$ cat config.mk
export PLATFORM = sky130hd
export DESIGN_NAME = board_state
export DESIGN_NICKNAME = d
export VERILOG_FILES = /design/src/rtl/board_state_pkg.sv /design/src/rtl/board_state_mine_lfsr.sv /design/src/rtl/board_state.sv
export SDC_FILE = /design/constraint.sdc
export NUM_CORES = 1
export LEC_CHECK = 0
export BUFFER_PORTS_ARGS = -buffer_cell sky130_fd_sc_hd__buf_2
export CAP_MARGIN = 10
export CORE_ASPECT_RATIO = 1.25
export CORE_MARGIN = 2
export CORE_UTILIZATION = 50
export DETAILED_ROUTE_END_ITERATION = 12
export GPL_TIMING_DRIVEN = 0
export PLACE_DENSITY = 0.75
export SETUP_SLACK_MARGIN = 0.02
export SLEW_MARGIN = 20
export SYNTH_ARGS = -nofsm -noshare
export SYNTH_HDL_FRONTEND = slang
export SYNTH_HIERARCHICAL = 1
export SYNTH_SLANG_ARGS = --single-unit
$ cat constraint.sdc
create_clock -name clk -period 2.65 [get_ports clk]
set_input_delay 0.265 -clock clk [delete_from_list [all_inputs] [get_ports clk]]
set_output_delay 0.265 -clock clk [all_outputs]
set_load 0.05 [all_outputs]
$ cat src/rtl/board_state_pkg.sv
// Shared definitions for the minesweeper board-state engine.
package board_state_pkg;

  localparam int unsigned BOARD_W     = 8;
  localparam int unsigned BOARD_TILES = 64;
  localparam int unsigned COORD_W     = $clog2(BOARD_W);
  localparam int unsigned TILE_W      = $clog2(BOARD_TILES);

  // Bit positions inside the registered button vector
  localparam int unsigned BTN_STEP  = 5;
  localparam int unsigned BTN_FLAG  = 4;
  localparam int unsigned BTN_UP    = 3;
  localparam int unsigned BTN_DOWN  = 2;
  localparam int unsigned BTN_LEFT  = 1;
  localparam int unsigned BTN_RIGHT = 0;

  typedef enum logic [2:0] {
    ST_IDLE,
    ST_PLACE,
    ST_PLAY,
    ST_WON,
    ST_LOST
  } state_e;

  typedef logic [BOARD_TILES-1:0] board_map_t;

endpackage

$ cat src/rtl/board_state_mine_lfsr.sv
// 16-bit Fibonacci LFSR (x^16+x^14+x^13+x^11+1) used for mine placement.
// A zero seed is replaced by SEED_DEFAULT so the register never locks up.
module mine_lfsr #(
  parameter logic [15:0] SEED_DEFAULT = 16'hACE1
) (
  input  logic        clk,
  input  logic        resetn,
  input  logic        load,
  input  logic [15:0] seed,
  input  logic        adv,
  output logic [15:0] q
);

  logic [15:0] q_q, q_d;
  logic        fb;

  // Load has priority over advance; shift left with feedback into bit 0
  always_comb begin
    fb  = q_q[15] ^ q_q[13] ^ q_q[12] ^ q_q[10];
    q_d = q_q;
    if (load) begin
      q_d = (seed == '0) ? SEED_DEFAULT : seed;
    end else if (adv) begin
      q_d = {q_q[14:0], fb};
    end
  end

  // State register
  always_ff @(posedge clk or negedge resetn) begin
    if (!resetn) begin
      q_q <= SEED_DEFAULT;
    end else begin
      q_q <= q_d;
    end
  end

  assign q = q_q;

endmodule

$ cat src/rtl/board_state.sv
// Minesweeper game-state engine: mine placement, cursor, flag/step actions,
// win/loss detection and the four maps consumed by the renderer.
module board_state
  import board_state_pkg::*;
#(
  parameter int unsigned NUM_MINES    = 10,
  parameter logic [15:0] SEED_DEFAULT = 16'hACE1
) (
  input  logic                   clk,
  input  logic                   resetn,
  input  logic                   start,
  input  logic [15:0]            seed,
  input  logic                   btn_up,
  input  logic                   btn_down,
  input  logic                   btn_left,
  input  logic                   btn_right,
  input  logic                   btn_flag,
  input  logic                   btn_step,
  output logic [BOARD_TILES-1:0] mineMap,
  output logic [BOARD_TILES-1:0] flagMap,
  output logic [BOARD_TILES-1:0] stepMap,
  output logic [BOARD_TILES-1:0] posMap,
  output logic                   busy,
  output logic                   game_won,
  output logic                   game_lost
);

  state_e             state_q, state_d;
  logic               start_q;
  logic [5:0]         btn_q;
  logic [5:0]         btn_now, btn_rise;
  logic               start_rise, new_game;
  board_map_t         mine_q, mine_d;
  board_map_t         flag_q, flag_d;
  board_map_t         step_q, step_d;
  board_map_t         pos_q, pos_d;
  logic [COORD_W-1:0] row_q, row_d;
  logic [COORD_W-1:0] col_q, col_d;
  logic [TILE_W-1:0]  placed_q, placed_d;
  logic [TILE_W-1:0]  cand, cur;
  logic [15:0]        lfsr_q;
  logic               lfsr_load, lfsr_adv;
  logic               unused_lfsr;

  assign btn_now    = {btn_step, btn_flag, btn_up, btn_down, btn_left, btn_right};
  assign btn_rise   = btn_now & ~btn_q;
  assign start_rise = start & ~start_q;
  assign new_game   = start_rise && (state_q != ST_PLACE);
  assign cand       = lfsr_q[TILE_W-1:0];
  assign cur        = {row_q, col_q};
  assign lfsr_load  = new_game;
  assign lfsr_adv   = (state_q == ST_PLACE);
  assign unused_lfsr = ^lfsr_q[15:TILE_W];

  mine_lfsr #(
    .SEED_DEFAULT(SEED_DEFAULT)
  ) u_lfsr (
    .clk   (clk),
    .resetn(resetn),
    .load  (lfsr_load),
    .seed  (seed),
    .adv   (lfsr_adv),
    .q     (lfsr_q)
  );

  // Next-state, map and cursor updates; a new game overrides everything else
  always_comb begin
    state_d  = state_q;
    mine_d   = mine_q;
    flag_d   = flag_q;
    step_d   = step_q;
    row_d    = row_q;
    col_d    = col_q;
    placed_d = placed_q;

    case (state_q)
      ST_PLACE: begin
        if (placed_q == TILE_W'(NUM_MINES)) begin
          state_d = ST_PLAY;
        end else if (!mine_q[cand] && (cand != '0)) begin
          // Tile 0 is the first cursor tile and must stay safe
          mine_d[cand] = 1'b1;
          placed_d     = placed_q + TILE_W'(1);
        end
      end
      ST_PLAY: begin
        if (btn_rise[BTN_STEP]) begin
          if (!flag_q[cur] && !step_q[cur]) begin
            step_d[cur] = 1'b1;
            if (mine_q[cur]) begin
              step_d  = step_q | mine_q;
              state_d = ST_LOST;
            end
          end
        end else if (btn_rise[BTN_FLAG]) begin
          if (!step_q[cur]) flag_d[cur] = ~flag_q[cur];
        end else if (btn_rise[BTN_UP]) begin
          if (row_q != '0) row_d = row_q - COORD_W'(1);
        end else if (btn_rise[BTN_DOWN]) begin
          if (row_q != COORD_W'(BOARD_W - 1)) row_d = row_q + COORD_W'(1);
        end else if (btn_rise[BTN_LEFT]) begin
          if (col_q != '0) col_d = col_q - COORD_W'(1);
        end else if (btn_rise[BTN_RIGHT]) begin
          if (col_q != COORD_W'(BOARD_W - 1)) col_d = col_q + COORD_W'(1);
        end
        // Win uses the registered maps, so it lands the cycle after the last step
        if ((state_d == ST_PLAY) && (&(step_q | mine_q))) begin
          state_d = ST_WON;
        end
      end
      ST_IDLE, ST_WON, ST_LOST: begin
      end
      default: state_d = ST_IDLE;
    endcase

    if (new_game) begin
      state_d  = ST_PLACE;
      mine_d   = '0;
      flag_d   = '0;
      step_d   = '0;
      row_d    = '0;
      col_d    = '0;
      placed_d = '0;
    end
  end

  // One-hot cursor map follows the next cursor coordinates
  always_comb begin
    pos_d = board_map_t'(1) << {row_d, col_d};
  end

  // State, map and edge-detect registers
  always_ff @(posedge clk or negedge resetn) begin
    if (!resetn) begin
      state_q  <= ST_IDLE;
      start_q  <= 1'b0;
      btn_q    <= '0;
      mine_q   <= '0;
      flag_q   <= '0;
      step_q   <= '0;
      pos_q    <= board_map_t'(1);
      row_q    <= '0;
      col_q    <= '0;
      placed_q <= '0;
    end else begin
      state_q  <= state_d;
      start_q  <= start;
      btn_q    <= btn_now;
      mine_q   <= mine_d;
      flag_q   <= flag_d;
      step_q   <= step_d;
      pos_q    <= pos_d;
      row_q    <= row_d;
      col_q    <= col_d;
      placed_q <= placed_d;
    end
  end

  assign mineMap   = mine_q;
  assign flagMap   = flag_q;
  assign stepMap   = step_q;
  assign posMap    = pos_q;
  assign busy      = (state_q == ST_PLACE);
  assign game_won  = (state_q == ST_WON);
  assign game_lost = (state_q == ST_LOST);

endmodule

==> results.toml, run 1 <==
[worst_setup_path]
crit_chain = "buf_8, buf_12, buf_12, buf_4, mux2i_1, nor2_1, o21ai_0, a21oi_1, nor4_4, buf_6, buf_12, nand3_4, buf_6, a22oi_2"
critPathCapture = "stepMap[62]"
ff2ff_setup_slack_ns = -0.68
slowest_stage = "dfrtp_2"
crit_top_cell = "buf_12"
reg2reg_depth = 14
end_kind = "flop"
r2r-end = "stepMap[62]"
cp_slowest_stage_delay_ns = 0.44
r2r_start = "col_q[1]"
start_kind = "flop"
crit_fanout = 8
crit_arrival_ns = 3.83
worst_setup_path_startpoint = "col_q[1]"
required_ns = 3.15
critical_path_class = "reg2reg"

[timing]
skew_ns = 0.0187
period_share_pct = 126
whs_ns = 0.307
fmax_mhz = 300
slew_headroom_pct = 9.79
hold_viol_final = 0
worst_pin_slew_ns = 1.35
rsz0062_at_grt = "true"
period_minus_slack_ns = 3.33
finalWorstSetupSlack_ns = -0.682
drv_slew = 0
setup_violations = 224
fin_setup_tns_ns = -79.37

[detailed_routing]
wl_mm = 81.2
ant_nets = 0
viasPerCell = 7.09
post_drt_wl_per_cell_um = 32.2
drc = 0
drt_iter0_markers = 2606
first_pass_iters = 7
vias = 17900

[power]
p_int_mw = 7.01
finalPower_mw = 9.08
switching_share_pct = 22.8
p_sw_mw = 2.07
p_seq_share_pct = 49.5
clock_power_share_pct = 48.4
p_leak_nw = 10.1
ir_drop_mv = 0.504
p_comb_share_pct = 2.0
power_per_cell_area_nw_per_um2 = 396

[grt]
grt_pass1_wl_mm = 109
grt-ovfl-total = 0
grt_max_degree = 106
antenna_found_initial = 6
grt_usage_pct = 43.6
first_global_vias = 17000

[placed_design]
place_area_um2 = 18300
portBuffers = 283
place_congestion = 1.06
place_ws_ns = -1.27
place_inst = 2338
place_hpwl_mm = 50.6

[final_layout]
fin_util_pct = 71.8
final_nets = 2113
fin_area_um2 = 22900
final_cells = 2521
drive_above_1_share_pct = 42.0
nFillCells = 2196
most-common-layout-cells = "buf_2, dfrtp_1, nor2_1"
final_common_cell = "buf_2"
area_delta_synth_final_pct = 40.7

[yosys]
synth_nets = 1674
syn_inst = 1641
synth.cell_area_um2 = 16300
synth_top_flop_cell = "dfrtp_1"
synth-seq-cells = 294
synth_simple_gate_area_share_pct = 17.1
synthMuxAreaShare_pct = 11.7
async_flop_share_pct = 100
syn_area_per_cell_um2 = 9.94
synthAdderAreaFrac_pct = 0.614
synth-compound-area-share_pct = 20.5
synth_top_family_by_area = "compound AO/OA/AOI/OAI gates"
synth_xor_xnor_area_share_pct = 0.268
ys_seq_area_share_pct = 45.2
yosysWarningCount = 6
synth_cell_type_count = 81
synth_edf_count = 0

[flow_run]
maxCapViolations = 0

[floorplanning]
num_rows = 73
die_h_um = 206
core_area_um2 = 32000
start_util_pct = 51.0
pin_count = 284
die_w_um = 166
dieArea_um2 = 34100

[clocking]
cts_made_buffers = 30
clk_latency_ns = 0.60
cts_root_buffer = "clkbuf_16"
clock_sinks = 294
cts_tree = "yes"
h-tree-depth = 1
path_clk_slew_ns = 0.07
cts.path.max_buffers = 3

[run_status]
status = "finished, violations left"
violations = "negative setup slack"

[min_path]
hp-class = "in2async"
## worst max-delay path: cells and delay by family (launching register included)
kind	cells	cell delay (ns)
mux	1	0.27
flops	1	0.44
compound gates	3	0.68
simple gates	3	0.64
buf+inv	7	1.20
## routing by layer
metal	GRT usage (%)	wire [µm]	share of wire [%]
met4	32.4	8230	10
met2	68.3	36400	45
met5	0	0	0
met1	49.8	26000	32
met3	13.8	10600	13
## synthesized netlist by cell type (6+ instances only)
library cell  count  area share, %
dfrtp_1         285             44
buf_4             9           0.41
mux2i_1         134            8.2
nor4_2            9           0.69
nor3b_1           6           0.28
a22oi_2          60            4.6
and3_1            6           0.23
nor4_1           61            2.3
a31oi_1           8           0.31
ha_1              8           0.61
buf_6            15            1.0
o2bb2ai_1         8           0.43
nor3_1           16           0.49
dfstp_2           9            1.4
a22o_1           16           0.86
a21oi_1          24           0.74
a21boi_0         19           0.87
inv_1            12           0.28
nand2b_1         14           0.54
nand3b_1         13           0.60
nand3_1          34            1.0
a211oi_1          6           0.28
a32oi_1          16           0.86
o21ai_0         140            4.3
nor2_1          175            4.0
mux4_2           17            2.3
and2_1            8           0.31
nor2b_1          17           0.65
o22a_2            7           0.43
o31a_1           33            1.8
a22oi_1          16           0.74
mux2_2           13           0.90
buf_2            26           0.80
clkbuf_1         81            1.9
o22ai_1          35            1.3
nand2_1         183            4.2
## repair_timing
action,4_1_cts,5_1_grt
cloned,6,10
gates resized for setup,318,298
setup buffers,48,41
setup endpoints to repair,283,281
hold endpoints to repair,112,0
pin swaps,32,76
hold buffers,24,0
## how the worst min path moves through the flow
stage,to,startpoint,cells past startpoint
2_1_floorplan,btn_q[0],resetn,0
3_3_place_gp,btn_q[0],btn_right,1
3_5_place_dp,flagMap[37],resetn,1
4_1_cts,stepMap[24],resetn,2
5_1_grt,btn_q[2],btn_down,2
6_report,flagMap[34],resetn,2
## flip-flops by register name, indices dropped and copies added, names as in the netlist
name      cells
col_q         3
mineMap      64
row_q         3
stepMap      64
state_q       3
posMap       64
placed_q      6
flagMap      64
start_q       1
btn_q         6
u_lfsr/q     16
## final cells by class
cell class	count	area (µm²)	share of cell area (%)
multi-input cells	1195	9890	43.1
flip-flops and latches	294	7380	32.2
repair buffers	413	2950	12.9
plain buffers	129	1110	4.82
clock buffers	40	808	3.52
well taps	412	515	2.25
clock inverters	16	194	0.845
inverters	17	88.8	0.387
diodes	5	12.5	0.0545
## cell families (layout without fill, tap and decap cells)
kind of cell | after synthesis | after routing
flops | 294 | 294
fa+ha+maj | 8 | 8
compound gates | 441 | 441
mux | 167 | 167
xor+xnor | 5 | 5
buf+inv | 153 | 615
simple gates | 573 | 574
other cells | 0 | 5
## power by group through the flow
| stage | clock, mW | sequential, mW | combinational (mW) |
|---|---|---|---|
| 3_5_place_dp | 0 | 4.58 | 0.148 |
| 3_3_place_gp | 0 | 4.58 | 0.133 |
| 4_1_cts | 4.36 | 4.50 | 0.178 |
| 5_1_grt | 4.56 | 4.49 | 0.205 |
| 2_1_floorplan | 0 | 4.58 | 0.0178 |
| 6_report | 4.40 | 4.50 | 0.184 |
No activity file was read; power rests on OpenSTA's default activity.
==> inputs of run 2 (changes only) <==
==> constraint.sdc (replaced) <==
create_clock -name clk -period 2.65 [get_ports clk]
set_input_delay 0.53 -clock clk [delete_from_list [all_inputs] [get_ports clk]]
set_output_delay 0.53 -clock clk [all_outputs]
set_load 0.05 [all_outputs]
==> results.toml, run 2 (synthesized netlist as in run 1, its figures left out) <==
[run_status]
status = "finished, violations left"
violations = "negative hold slack, negative setup slack"

[worst_setup_path]
slowest_stage = "nor4_4"
crit_chain = "buf_6, buf_12, buf_12, mux4_2, mux2i_2, o22a_1, o221ai_4, buf_6, buf_12, nor4_4, mux2i_1, nor2_1"
crit_fanout = 7
cp_slowest_stage_delay_ns = 0.59
required_ns = 3.10
start_kind = "flop"
reg2reg_depth = 12
critical_path_class = "reg2reg"
end_kind = "flop"
critPathCapture = "flagMap[7]"
crit_top_cell = "buf_12"
worst_setup_path_startpoint = "col_q[0]"
r2r-end = "flagMap[7]"
ff2ff_setup_slack_ns = -0.69
r2r_start = "col_q[0]"
crit_arrival_ns = 3.79

[grt]
grt-ovfl-total = 0
grt_max_degree = 106
globalRouteMet1Util_pct = 50.8
grt_pass1_wl_mm = 108
grt_usage_pct = 43.1
antenna_found_initial = 1
met2_usage_pct = 67.1
first_global_vias = 16700
grt_use_met3_pct = 12.3
busiest_layer = "met2"

[placed_design]
portBuffers = 283
place_ws_ns = -1.27
place_congestion = 1.06
place_inst = 2338
place_hpwl_mm = 50.6
place_area_um2 = 18300

[timing]
hold_viol_final = 36
whs_ns = -0.0279
skew_ns = 0.0225
setup_violations = 224
fmax_mhz = 300
period_share_pct = 126
rsz0062_at_grt = "true"
period_minus_slack_ns = 3.34
worst_pin_slew_ns = 1.24
drv_slew = 0
finalWorstSetupSlack_ns = -0.687
slew_headroom_pct = 17.6

[clocking]
cts_tree = "yes"
clock_sinks = 294
cts.path.max_buffers = 3
h-tree-depth = 1
clk_latency_ns = 0.60
hold_buffers = 0
path_clk_slew_ns = 0.07
cts_made_buffers = 30
cts_root_buffer = "clkbuf_16"

[power]
p_leak_nw = 9.80
finalPower_mw = 9.04
power_per_cell_area_nw_per_um2 = 407
ir_drop_mv = 0.506

[final_layout]
fin_util_pct = 69.5
final_cells = 2486
final_nets = 2082
fin_area_um2 = 22200
most-common-layout-cells = "buf_2, dfrtp_1, nand2_1"
area_delta_synth_final_pct = 36.3
final_common_cell = "buf_2"
drive_above_1_share_pct = 40.7

[floorplanning]
die_h_um = 206
pin_count = 284
core_area_um2 = 32000
num_rows = 73
dieArea_um2 = 34100
start_util_pct = 51.0
die_w_um = 166

[detailed_routing]
post_drt_wl_per_cell_um = 30.8
ant_nets = 0
drt_iter0_markers = 2261
viasPerCell = 6.89
vias = 17100
first_pass_iters = 6
drc = 0
wl_mm = 76.6

[flow_run]
maxCapViolations = 0

[min_path]
hp-class = "in2async"
-- run 2: cell type report --
cell class	instances	area [µm²]
diodes	1	2.50
plain buffers	130	1070
clock buffers	40	808
clock inverters	16	194
fillers	2341	9740
inverters	17	86.3
multi-input cells	1195	9620
flip-flops and latches	294	7380
well taps	412	515
repair buffers	381	2550
-- run 2: power breakdown --
| part | total [mW] | switching [mW] | internal, mW |
|---|---|---|---|
| clock | 4.40 | 1.94 | 2.46 |
| combinational | 0.147 | 0.115 | 0.0323 |
| sequential | 4.50 | 0.00277 | 4.49 |
-- run 2: worst min path at each step --
stage | start | endpoint | cells after the start
after floorplan | resetn | btn_q[0] | 0
after global placement | placed_q[3] | placed_q[3] | 1
after detailed placement | placed_q[5] | placed_q[5] | 3
after CTS | resetn | stepMap[24] | 1
after global routing | resetn | stepMap[17] | 1
final | resetn | flagMap[36] | 1
-- run 2: per-layer routing --
metal,vias to the layer above,share of wire (%)
li1,6919,-
met1,8299,33
met2,1386,45
met3,535,12
met4,0,10
met5,-,0
-- run 2: repair_timing --
action	4_1_cts	5_1_grt
endpoints found under the setup margin	283	281
pin swaps	32	41
gates resized for setup	318	219
cloned	6	5
buffers inserted	48	37
-- run 2: metrics by stage --
stage / hold WS, ns / setup TNS (ns)
finish: -0.0279 / -49.79
global route: 0.0426 / -73.75
CTS: 0.0101 / -36.33
detailed placement: 0.526 / -233.54
global placement: 0.519 / -1456.46
floorplan: 0.234 / 0
-- run 2: critical path: cells and delay by family, from the launching register on --
family	cells	cell delay (ns)
AND/OR/NAND/NOR	2	0.65
AO/OA/AOI/OAI	2	0.41
flip-flops	1	0.39
multiplexers	3	1.02
buffers and inverters	5	0.73
